## config.mk

```make
export PLATFORM = sky130hd
export DESIGN_NAME = nibble_serial_adder
export DESIGN_NICKNAME = d
export VERILOG_FILES = /design/src/rtl/nibble_serial_adder_pkg.sv /design/src/rtl/nibble_adder.sv /design/src/rtl/nibble_serial_adder.sv
export SDC_FILE = /design/constraint.sdc
export NUM_CORES = 1
export LEC_CHECK = 0
export CAP_MARGIN = 10
export CORE_UTILIZATION = 43
export DETAILED_ROUTE_END_ITERATION = 12
export PLACE_DENSITY = 0.7
export SLEW_MARGIN = 20
export SYNTH_ARGS = -nofsm -noshare
export SYNTH_HDL_FRONTEND = slang
export SYNTH_SLANG_ARGS = --single-unit
```

## constraint.sdc

```tcl
create_clock -name clk -period 5.1 [get_ports clk]
set_input_delay 1.02 -clock clk [delete_from_list [all_inputs] [get_ports clk]]
set_output_delay 1.02 -clock clk [all_outputs]
set_load 0.02 [all_outputs]
```

## src/rtl/nibble_serial_adder_pkg.sv

```systemverilog
// Shared definitions for the nibble-serial adder: slice width, FSM state type
// and the helper that turns an operand width into a slice count.
package adder_pkg;

   localparam int NIBBLE_W = 32'sd4;

   typedef enum logic [1:0] {
      IDLE = 2'd0,
      RUN  = 2'd1,
      DONE = 2'd2
   } state_t;

   function automatic int nibbles(input int width);
      return width / NIBBLE_W;
   endfunction

endpackage

```

## src/rtl/nibble_adder.sv

```systemverilog
// Combinational 4-bit ripple-carry slice shared by every nibble position of
// the serial adder.
module nibble_adder
   import adder_pkg::*;
(
   input  logic [NIBBLE_W-1:0] a,
   input  logic [NIBBLE_W-1:0] b,
   input  logic                ci,
   output logic [NIBBLE_W-1:0] s,
   output logic                co
);

   logic [NIBBLE_W:0] total_s;

   // One extra bit on the operands so the slice carry-out lands in the MSB.
   always_comb begin
      total_s = {1'b0, a} + {1'b0, b} + {{NIBBLE_W{1'b0}}, ci};
      s       = total_s[NIBBLE_W-1:0];
      co      = total_s[NIBBLE_W];
   end

endmodule

```

## src/rtl/nibble_serial_adder.sv

```systemverilog
// WIDTH-bit adder that walks one 4-bit slice per clock with a registered carry.
// Define SIGNED_OVF_EN to add the registered two's-complement overflow output ovf.
module nibble_serial_adder
   import adder_pkg::*;
#(
   parameter int WIDTH = 16
) (
   input  logic             clk,
   input  logic             rst_n,
   input  logic             in_valid,
   output logic             in_ready,
   input  logic [WIDTH-1:0] op_a,
   input  logic [WIDTH-1:0] op_b,
   input  logic             cin,
   output logic             out_valid,
   input  logic             out_ready,
   output logic [WIDTH-1:0] sum,
   output logic             cout,
   output logic             busy
`ifdef SIGNED_OVF_EN
   ,
   output logic             ovf
`endif
);

   localparam int NIB   = nibbles(WIDTH);
   localparam int IDX_W = (NIB > 1) ? $clog2(NIB) : 1;
   localparam logic [IDX_W-1:0] LAST_IDX = IDX_W'(NIB - 1);

   generate
      if ((WIDTH < NIBBLE_W) || ((WIDTH % NIBBLE_W) != 0)) begin : g_width_check
         $error("nibble_serial_adder: WIDTH must be a positive multiple of 4");
      end
   endgenerate

   state_t                state_r;
   logic [WIDTH-1:0]      op_a_r;
   logic [WIDTH-1:0]      op_b_r;
   logic [WIDTH-1:0]      sum_r;
   logic                  carry_r;
   logic                  cout_r;
   logic [IDX_W-1:0]      idx_r;
   logic [NIBBLE_W-1:0]   a_nib_s;
   logic [NIBBLE_W-1:0]   b_nib_s;
   logic [NIBBLE_W-1:0]   s_nib_s;
   logic                  co_s;
   logic                  last_s;
`ifdef SIGNED_OVF_EN
   logic                  ovf_r;
`endif

   // AND-OR mux picks the operand nibbles addressed by the slice index.
   always_comb begin
      a_nib_s = {NIBBLE_W{1'b0}};
      b_nib_s = {NIBBLE_W{1'b0}};
      for (int n = 0; n < NIB; n++) begin
         a_nib_s = a_nib_s | (op_a_r[n*NIBBLE_W +: NIBBLE_W] & {NIBBLE_W{idx_r == IDX_W'(n)}});
         b_nib_s = b_nib_s | (op_b_r[n*NIBBLE_W +: NIBBLE_W] & {NIBBLE_W{idx_r == IDX_W'(n)}});
      end
      last_s = (idx_r == LAST_IDX);
   end

   nibble_adder u_slice (
      .a  (a_nib_s),
      .b  (b_nib_s),
      .ci (carry_r),
      .s  (s_nib_s),
      .co (co_s)
   );

   // Control FSM plus the operand, carry, index and result registers.
   always_ff @(posedge clk or negedge rst_n) begin
      if (!rst_n) begin
         state_r <= IDLE;
         op_a_r  <= {WIDTH{1'b0}};
         op_b_r  <= {WIDTH{1'b0}};
         sum_r   <= {WIDTH{1'b0}};
         carry_r <= 1'b0;
         cout_r  <= 1'b0;
         idx_r   <= {IDX_W{1'b0}};
`ifdef SIGNED_OVF_EN
         ovf_r   <= 1'b0;
`endif
      end else begin
         case (state_r)
            IDLE: begin
               if (in_valid) begin
                  op_a_r  <= op_a;
                  op_b_r  <= op_b;
                  carry_r <= cin;
                  sum_r   <= {WIDTH{1'b0}};
                  idx_r   <= {IDX_W{1'b0}};
                  state_r <= RUN;
               end
            end
            RUN: begin
               for (int n = 0; n < NIB; n++) begin
                  if (idx_r == IDX_W'(n)) begin
                     sum_r[n*NIBBLE_W +: NIBBLE_W] <= s_nib_s;
                  end
               end
               carry_r <= co_s;
               if (last_s) begin
                  cout_r  <= co_s;
`ifdef SIGNED_OVF_EN
                  // Carry into the top bit is recovered from its sum bit.
                  ovf_r   <= co_s ^ (a_nib_s[NIBBLE_W-1] ^ b_nib_s[NIBBLE_W-1] ^ s_nib_s[NIBBLE_W-1]);
`endif
                  idx_r   <= {IDX_W{1'b0}};
                  state_r <= DONE;
               end else begin
                  idx_r   <= idx_r + 1'b1;
               end
            end
            DONE: begin
               if (out_ready) begin
                  state_r <= IDLE;
               end
            end
            default: begin
               state_r <= IDLE;
            end
         endcase
      end
   end

   assign in_ready  = (state_r == IDLE);
   assign busy      = (state_r != IDLE);
   assign out_valid = (state_r == DONE);
   assign sum       = sum_r;
   assign cout      = cout_r;
`ifdef SIGNED_OVF_EN
   assign ovf       = ovf_r;
`endif

endmodule

```

=== Word level (Yosys, flattened, before mapping) ===
Index checks and enable logic that the tools add are counted.

* Output and inout port bits: 20
* Logic and storage cells: 65
* Bits in registers: 54

* $add $sub $neg: 3
* Equal/unequal tests: 11
* Bitwise logic cells: 14
* Reduce and logical (&&, ||, !) cells: 12
* Multiplexer cells: 15

{| class="wikitable"
|+ Operators by type and width
! cell !! count
|-
| AND 4 bit || 8
|-
| case mux 16 bit (2 select lines) || 1
|-
| OR 4 bit || 6
|-
| two-way mux 16 bit || 1
|-
| two-way mux 4 bit || 4
|-
| AND reduction 3 bit || 5
|-
| two-way mux 2 bit || 5
|-
| != test 2 bit, second input constant || 5
|-
| equality test 2 bit, second input constant || 3
|-
| case mux 2 bit (3 select lines) || 1
|-
| AND reduction 2 bit || 3
|-
| adder 4 x 4 -> 5 bit || 1
|-
| adder 5 x 1 -> 5 bit || 1
|-
| equality test 2 x 1 -> 1 bit, second input constant || 2
|-
| zero test 2 bit || 2
|-
| case mux 2 bit (2 select lines) || 1
|-
| nonzero test 2 bit || 2
|-
| adder 2 x 1 -> 2 bit, second input constant || 1
|-
| != test 2 x 1 -> 1 bit, second input constant || 1
|-
| case mux 1 bit (2 select lines) || 1
|-
| two-way mux 1 bit || 1
|}

=== Logic depth before layout (Yosys ltp) ===
* Depth in word-level cells: 9
* Mapped depth: 11
* Gate-level depth less buffers: 10

=== By module ===
A second synthesis with hierarchy kept.

* Cell total of the unflattened synthesis: 204
* Area, all modules: 2657.5 um2

{| class="wikitable"
|+ By module, submodules not included
! module !! sequential area each (um2) !! cells an instance !! times used !! area each (um2)
|-
| nibble_serial_adder || 1351.3 || 188 || 1 || 2513.7
|-
| nibble_adder || 0.0 || 16 || 1 || 143.9
|}

=== Least setup slack after synthesis ===
Ideal clock, no wire load.

* Path type: register to register
* From: register idx_r[0]
* To: register carry_r
* Cell stages (with the launch flop): 12
* Clock period less this slack: 2.408 ns
* Path buffers: 1
* Setup slack: 2.692 ns
* Data arrival time: 2.282 ns
* Path through: dfrtp_1 -> inv_1 -> ha_1 -> buf_2 -> a22o_1 -> a221oi_1 -> fa_1 -> fa_1 -> nor2b_1 -> o21ai_1 -> nand2b_1 -> a221o_1

* Longest elaborated chain between the ends: 8
* Elaborated cells between the ends (all ways): 21
* Classes of those cells: 2 x add/sub; 3 x eq/ne; 1 x mux; 14 x bitwise; 1 x reduce/logical

{| class="wikitable"
|+ RTL lines
! element !! RTL line !! text
|-
| start, declared || nibble_serial_adder.sv:42 || <nowiki>logic [IDX_W-1:0] idx_r;</nowiki>
|-
| start signal, assigned || nibble_serial_adder.sv:80 || <nowiki>idx_r <= {IDX_W{1'b0}};</nowiki>
|-
| start signal, assigned || nibble_serial_adder.sv:92 || <nowiki>idx_r <= {IDX_W{1'b0}};</nowiki>
|-
| start signal, assigned || nibble_serial_adder.sv:109 || <nowiki>idx_r <= {IDX_W{1'b0}};</nowiki>
|-
| equality test 2 x 1 -> 1 bit or zero test 2 bit (tied branches) || nibble_serial_adder.sv:57, nibble_serial_adder.sv:58 ||
|-
| AND 4 bit, on equally long branches || nibble_serial_adder.sv:57, nibble_serial_adder.sv:58 ||
|-
| OR 4 bit, on equally long branches (3 in series) || nibble_serial_adder.sv:57, nibble_serial_adder.sv:58 ||
|-
| adder 4 x 4 -> 5 bit (*) || nibble_adder.sv:17 || <nowiki>total_s = {1'b0, a} + {1'b0, b} + {{NIBBLE_W{1'b0}}, ci};</nowiki>
|-
| adder 5 x 1 -> 5 bit (*) || nibble_adder.sv:17 ||
|-
| case mux 1 bit (2 select lines) (*) || nibble_serial_adder.sv:85 || <nowiki>case (state_r)</nowiki>
|-
| end signal, assigned || nibble_serial_adder.sv:90 || <nowiki>carry_r <= cin;</nowiki>
|-
| end signal, assigned || nibble_serial_adder.sv:102 || <nowiki>carry_r <= co_s;</nowiki>
|-
| end, declared || nibble_serial_adder.sv:40 || <nowiki>logic carry_r;</nowiki>
|}

Mark *: on every way between the ends. The rest lies on a longest branch, timed or not.
A chain may end at the register's enable or synchronous reset.

=== Worst setup path after layout ===
* From: register state_r[1]
* To: output in_ready

* Longest elaborated chain between the ends: 1

{| class="wikitable"
|+ RTL lines
! element !! RTL line !! text
|-
| start, declared || nibble_serial_adder.sv:36 || <nowiki>state_t state_r;</nowiki>
|-
| start signal, assigned || nibble_serial_adder.sv:74 || <nowiki>state_r <= IDLE;</nowiki>
|-
| start signal, assigned || nibble_serial_adder.sv:93 || <nowiki>state_r <= RUN;</nowiki>
|-
| start signal, assigned || nibble_serial_adder.sv:110 || <nowiki>state_r <= DONE;</nowiki>
|-
| zero test 2 bit || nibble_serial_adder.sv:127 || <nowiki>assign in_ready = (state_r == IDLE);</nowiki>
|-
| end, declared || nibble_serial_adder.sv:11 || <nowiki>output logic in_ready,</nowiki>
|}

No other way between the ends.

==> impl_metrics.env <==
export IMPL_drtAntennaViolNets=0
export IMPL_worst_skew_pair_late_latency_ns=0.30
export IMPL_final_cells=322
export IMPL_yosys_area_share_xor_xnor_pct=0.7191
export IMPL_min_path_type="flip-flop to flip-flop"
export IMPL_synth_area_mm2=0.002436
export IMPL_dr_first_iter_drc_count=115
export IMPL_ys_seq_area_share_pct=55.47
export IMPL_cts_setup_buffers=0
export IMPL_p_leak_uw=0.001340
export IMPL_dieHeight_um=77.27
export IMPL_hold_viol=0
export IMPL_cap_violations=0
export IMPL_worstSetupStartpointType="flip-flop"
export IMPL_cts_resized=0
export IMPL_wl_per_cell_um=14.45
export IMPL_clockBufferDepth=2
export IMPL_fin_util_pct=57.04
export IMPL_synth_compound_area_share_pct=12.33
export IMPL_cts_htree_levels=2
export IMPL_rows=27
export IMPL_core_mm2=0.005473
export IMPL_io_buffer_count=56
export IMPL_fmax_mhz=364.5
export IMPL_synth_simple_area_share_pct=5.958
export IMPL_muxShareOfSynthArea_pct=15.82
export IMPL_skew_ns=0.01123
export IMPL_grt_usage_pct=17.25
export IMPL_tightestPinTransition_ns=0.6593
export IMPL_cpLargestDelayFamily="buffers and inverters"
export IMPL_grt_pass1_wl_mm=8.135
export IMPL_vias_per_cell=5.193
export IMPL_cts_tree="yes"
export IMPL_syn_to_final_growth_pct=28.15
export IMPL_dr_pass1_iters=4
export IMPL_period_needed_ns=2.744
export IMPL_placedCellCount=314
export IMPL_end_kind="primary output"
export IMPL_hold_buffers=0
export IMPL_irDropWorstVdd_mv=0.3029
export IMPL_run_status="finished clean"
export IMPL_fillCellCount=474
export IMPL_worst_ep_required_time_ns=4.08
export IMPL_grt_pass1_vias=1705
export IMPL_min_period_over_period_pct=53.80
export IMPL_place_congestion=0.7567
export IMPL_syn_inst=193
export IMPL_cpMaxStageDelayCell="clkdlybuf4s50_1"
export IMPL_avgSynthCellArea_um2=12.62
export IMPL_synth_top_area_share_pct=55.47
export IMPL_wirelength_mm=4.652
export IMPL_r2r_end="sum[2]"
export IMPL_fin_nets=295
export IMPL_setup_tns_ns=0
export IMPL_syn_nets=239
export IMPL_cp_depth=3
export IMPL_detailed_place_hpwl_mm=3.365
export IMPL_cts_sinks=54
export IMPL_cp_slowest_stage_delay_ns=0.59
export IMPL_yosysWarningCount=0
export IMPL_synth_top_family_by_area="multiplexers"
export IMPL_initial_core_util_pct=44.51
export IMPL_num_vias=1672
export IMPL_drc=0
export IMPL_synth_top_area_cell="dfrtp_1"
export IMPL_synth_cell_type_count=30
export IMPL_drv_slew=0
export IMPL_endpoint="in_ready"
export IMPL_num_antenna_cells=0
export IMPL_finalSetupViolations=0
export IMPL_antenna_found_initial=0
export IMPL_die_x_um=77.27
export IMPL_cp_arrival_ns=1.72
export IMPL_synth_seq_cells=54
export IMPL_cp_max_fo=6
export IMPL_rsz0062_at_grt="no"
export IMPL_yosys_top_cells_area="dfrtp_1, mux2_2, a22oi_1"
export IMPL_worstSetupPathType="flip-flop to primary output"
export IMPL_r2r_slack_ns=2.38
export IMPL_holdWs_ns=0.4872
export IMPL_ff2ff_path_depth=8
export IMPL_pre_cts_ws_ns=2.412
export IMPL_boundaryPins=57
export IMPL_clk_pin_slew_ns=0.10
export IMPL_fin_ws_ns=2.356
export IMPL_dieArea_mm2=0.005971
export IMPL_startpoint="state_r[1]"
export IMPL_clock_root_buffer="clkbuf_8"
export IMPL_drive_gt1_share_pct=18.40
export IMPL_grt_ovfl_total=0
export IMPL_yosys_area_share_adder_pct=5.239
export IMPL_grt_max_degree=55
export IMPL_crit_chain="or2_2 > inv_1 > clkdlybuf4s50_1"
export IMPL_crit_buf_inv=2
export IMPL_power_density_mw_per_mm2=686.4
export IMPL_cts_buffers=5
export IMPL_r2r_start="idx_r[0]"
export IMPL_slew_headroom_pct=56.04
-- final cells by class --
cell class | instances | area, um^2 | share of cell area, %
clock buffer | 5 | 68.82 | 2.204
clock inverter | 3 | 21.27 | 0.6814
inverter | 8 | 30.03 | 0.9619
multi-input combinational | 121 | 982.2 | 31.46
sequential | 54 | 1351 | 43.29
tap | 72 | 90.09 | 2.886
timing repair buffer | 59 | 578.1 | 18.52
-- cells by family (layout without fill, tap and decap cells) --
kind of cell / count (synthesis) / after routing
fa+ha+maj: 9 / 9
mux: 34 / 34
simple gates: 32 / 32
compound gates: 44 / 44
xor+xnor: 2 / 2
buf+inv: 18 / 75
flops: 54 / 54
-- through the flow --
step,total power (uW),cell area [um^2]
floorplan,1569,2436
global placement,1900,3032
detailed placement,1935,3032
CTS,2173,3122
global route,2338,3122
finish,2143,3122
-- sequential cells by signal, summed over array words and instances, names as in the netlist --
register and cells:
cout 1, op_b_r 16, carry_r 1, idx_r 2, state_r 2, op_a_r 16, sum 16
-- where the power goes --
part           leakage (uW)  total (uW)  switching, uW  internal, uW
logic              0.000635        1140            593           549
clock network     0.0000441         237            140          96.8
registers          0.000660         764            129           635
-- worst min path at each step --
stage               depth (start not counted)          to  slack [ns]       start
finish                                      2      sum[8]        0.49      sum[8]
floorplan                                   1  op_a_r[12]        0.46  op_a_r[12]
detailed placement                          2     sum[13]        0.47     sum[13]
global route                                2     sum[13]        0.53     sum[13]
CTS                                         2     sum[13]        0.49     sum[13]
global placement                            2     sum[12]        0.46     sum[12]
-- routing by layer --
layer | global-route usage (%) | vias to the layer above | part of all wire [%] | routed length [um]
met5 | 0 | - | 0 | 0
met4 | 4.528 | 0 | 0.84 | 39
met3 | 3.333 | 7 | 3.4 | 160
met2 | 28.23 | 42 | 49 | 2292
met1 | 23.41 | 826 | 46 | 2159
li1 | - | 797 | - | -
-- placed cells by master (no fill, tap or decap), drive strengths merged --
| cell | count |
|---|---|
| o21ai | 15 |
| dfrtp | 54 |
| mux2i | 1 |
| ha | 7 |
| nor3 | 1 |
| clkdlybuf4s50 | 55 |
| inv | 8 |
| a221o | 1 |
| nand2 | 23 |
| a221oi | 2 |
| xnor2 | 2 |
| nor2 | 2 |
| clkbuf | 5 |
| a22oi | 12 |
| nor3b | 1 |
| or2 | 1 |
| nand2b | 2 |
| a21oi | 5 |
| clkinv | 2 |
| mux2 | 33 |
| nor2b | 2 |
| clkinvlp | 1 |
| o21bai | 1 |
| a32o | 4 |
| a22o | 4 |
| buf | 4 |
| fa | 2 |
-- tightest hold or removal path: cells and delay by family, from the launching register on --
kind / cells / cell delay, ns
flops: 1 / 0.35
compound gates: 1 / 0.06
simple gates: 1 / 0.04
-- Yosys cell counts --
cell type and n:
nand2_1 22, ha_1 7, nor2_1 2, buf_4 2
nor3_1 1, o21bai_1 1, o21ai_1 1, a21oi_1 5
xnor2_1 2, nand2b_1 2, nor3b_2 1, nor2b_1 2
buf_6 4, o21ai_0 14, inv_1 8, or2_2 1
buf_2 3, a22o_1 4, a221o_1 1, mux2_2 30
mux2_4 1, a22oi_1 12, fa_1 2, clkbuf_1 1
mux2i_1 1, nand2_2 1, a221oi_1 2, a32o_1 4
mux2_1 2, dfrtp_1 54
Power figures use the tool's default switching activity.
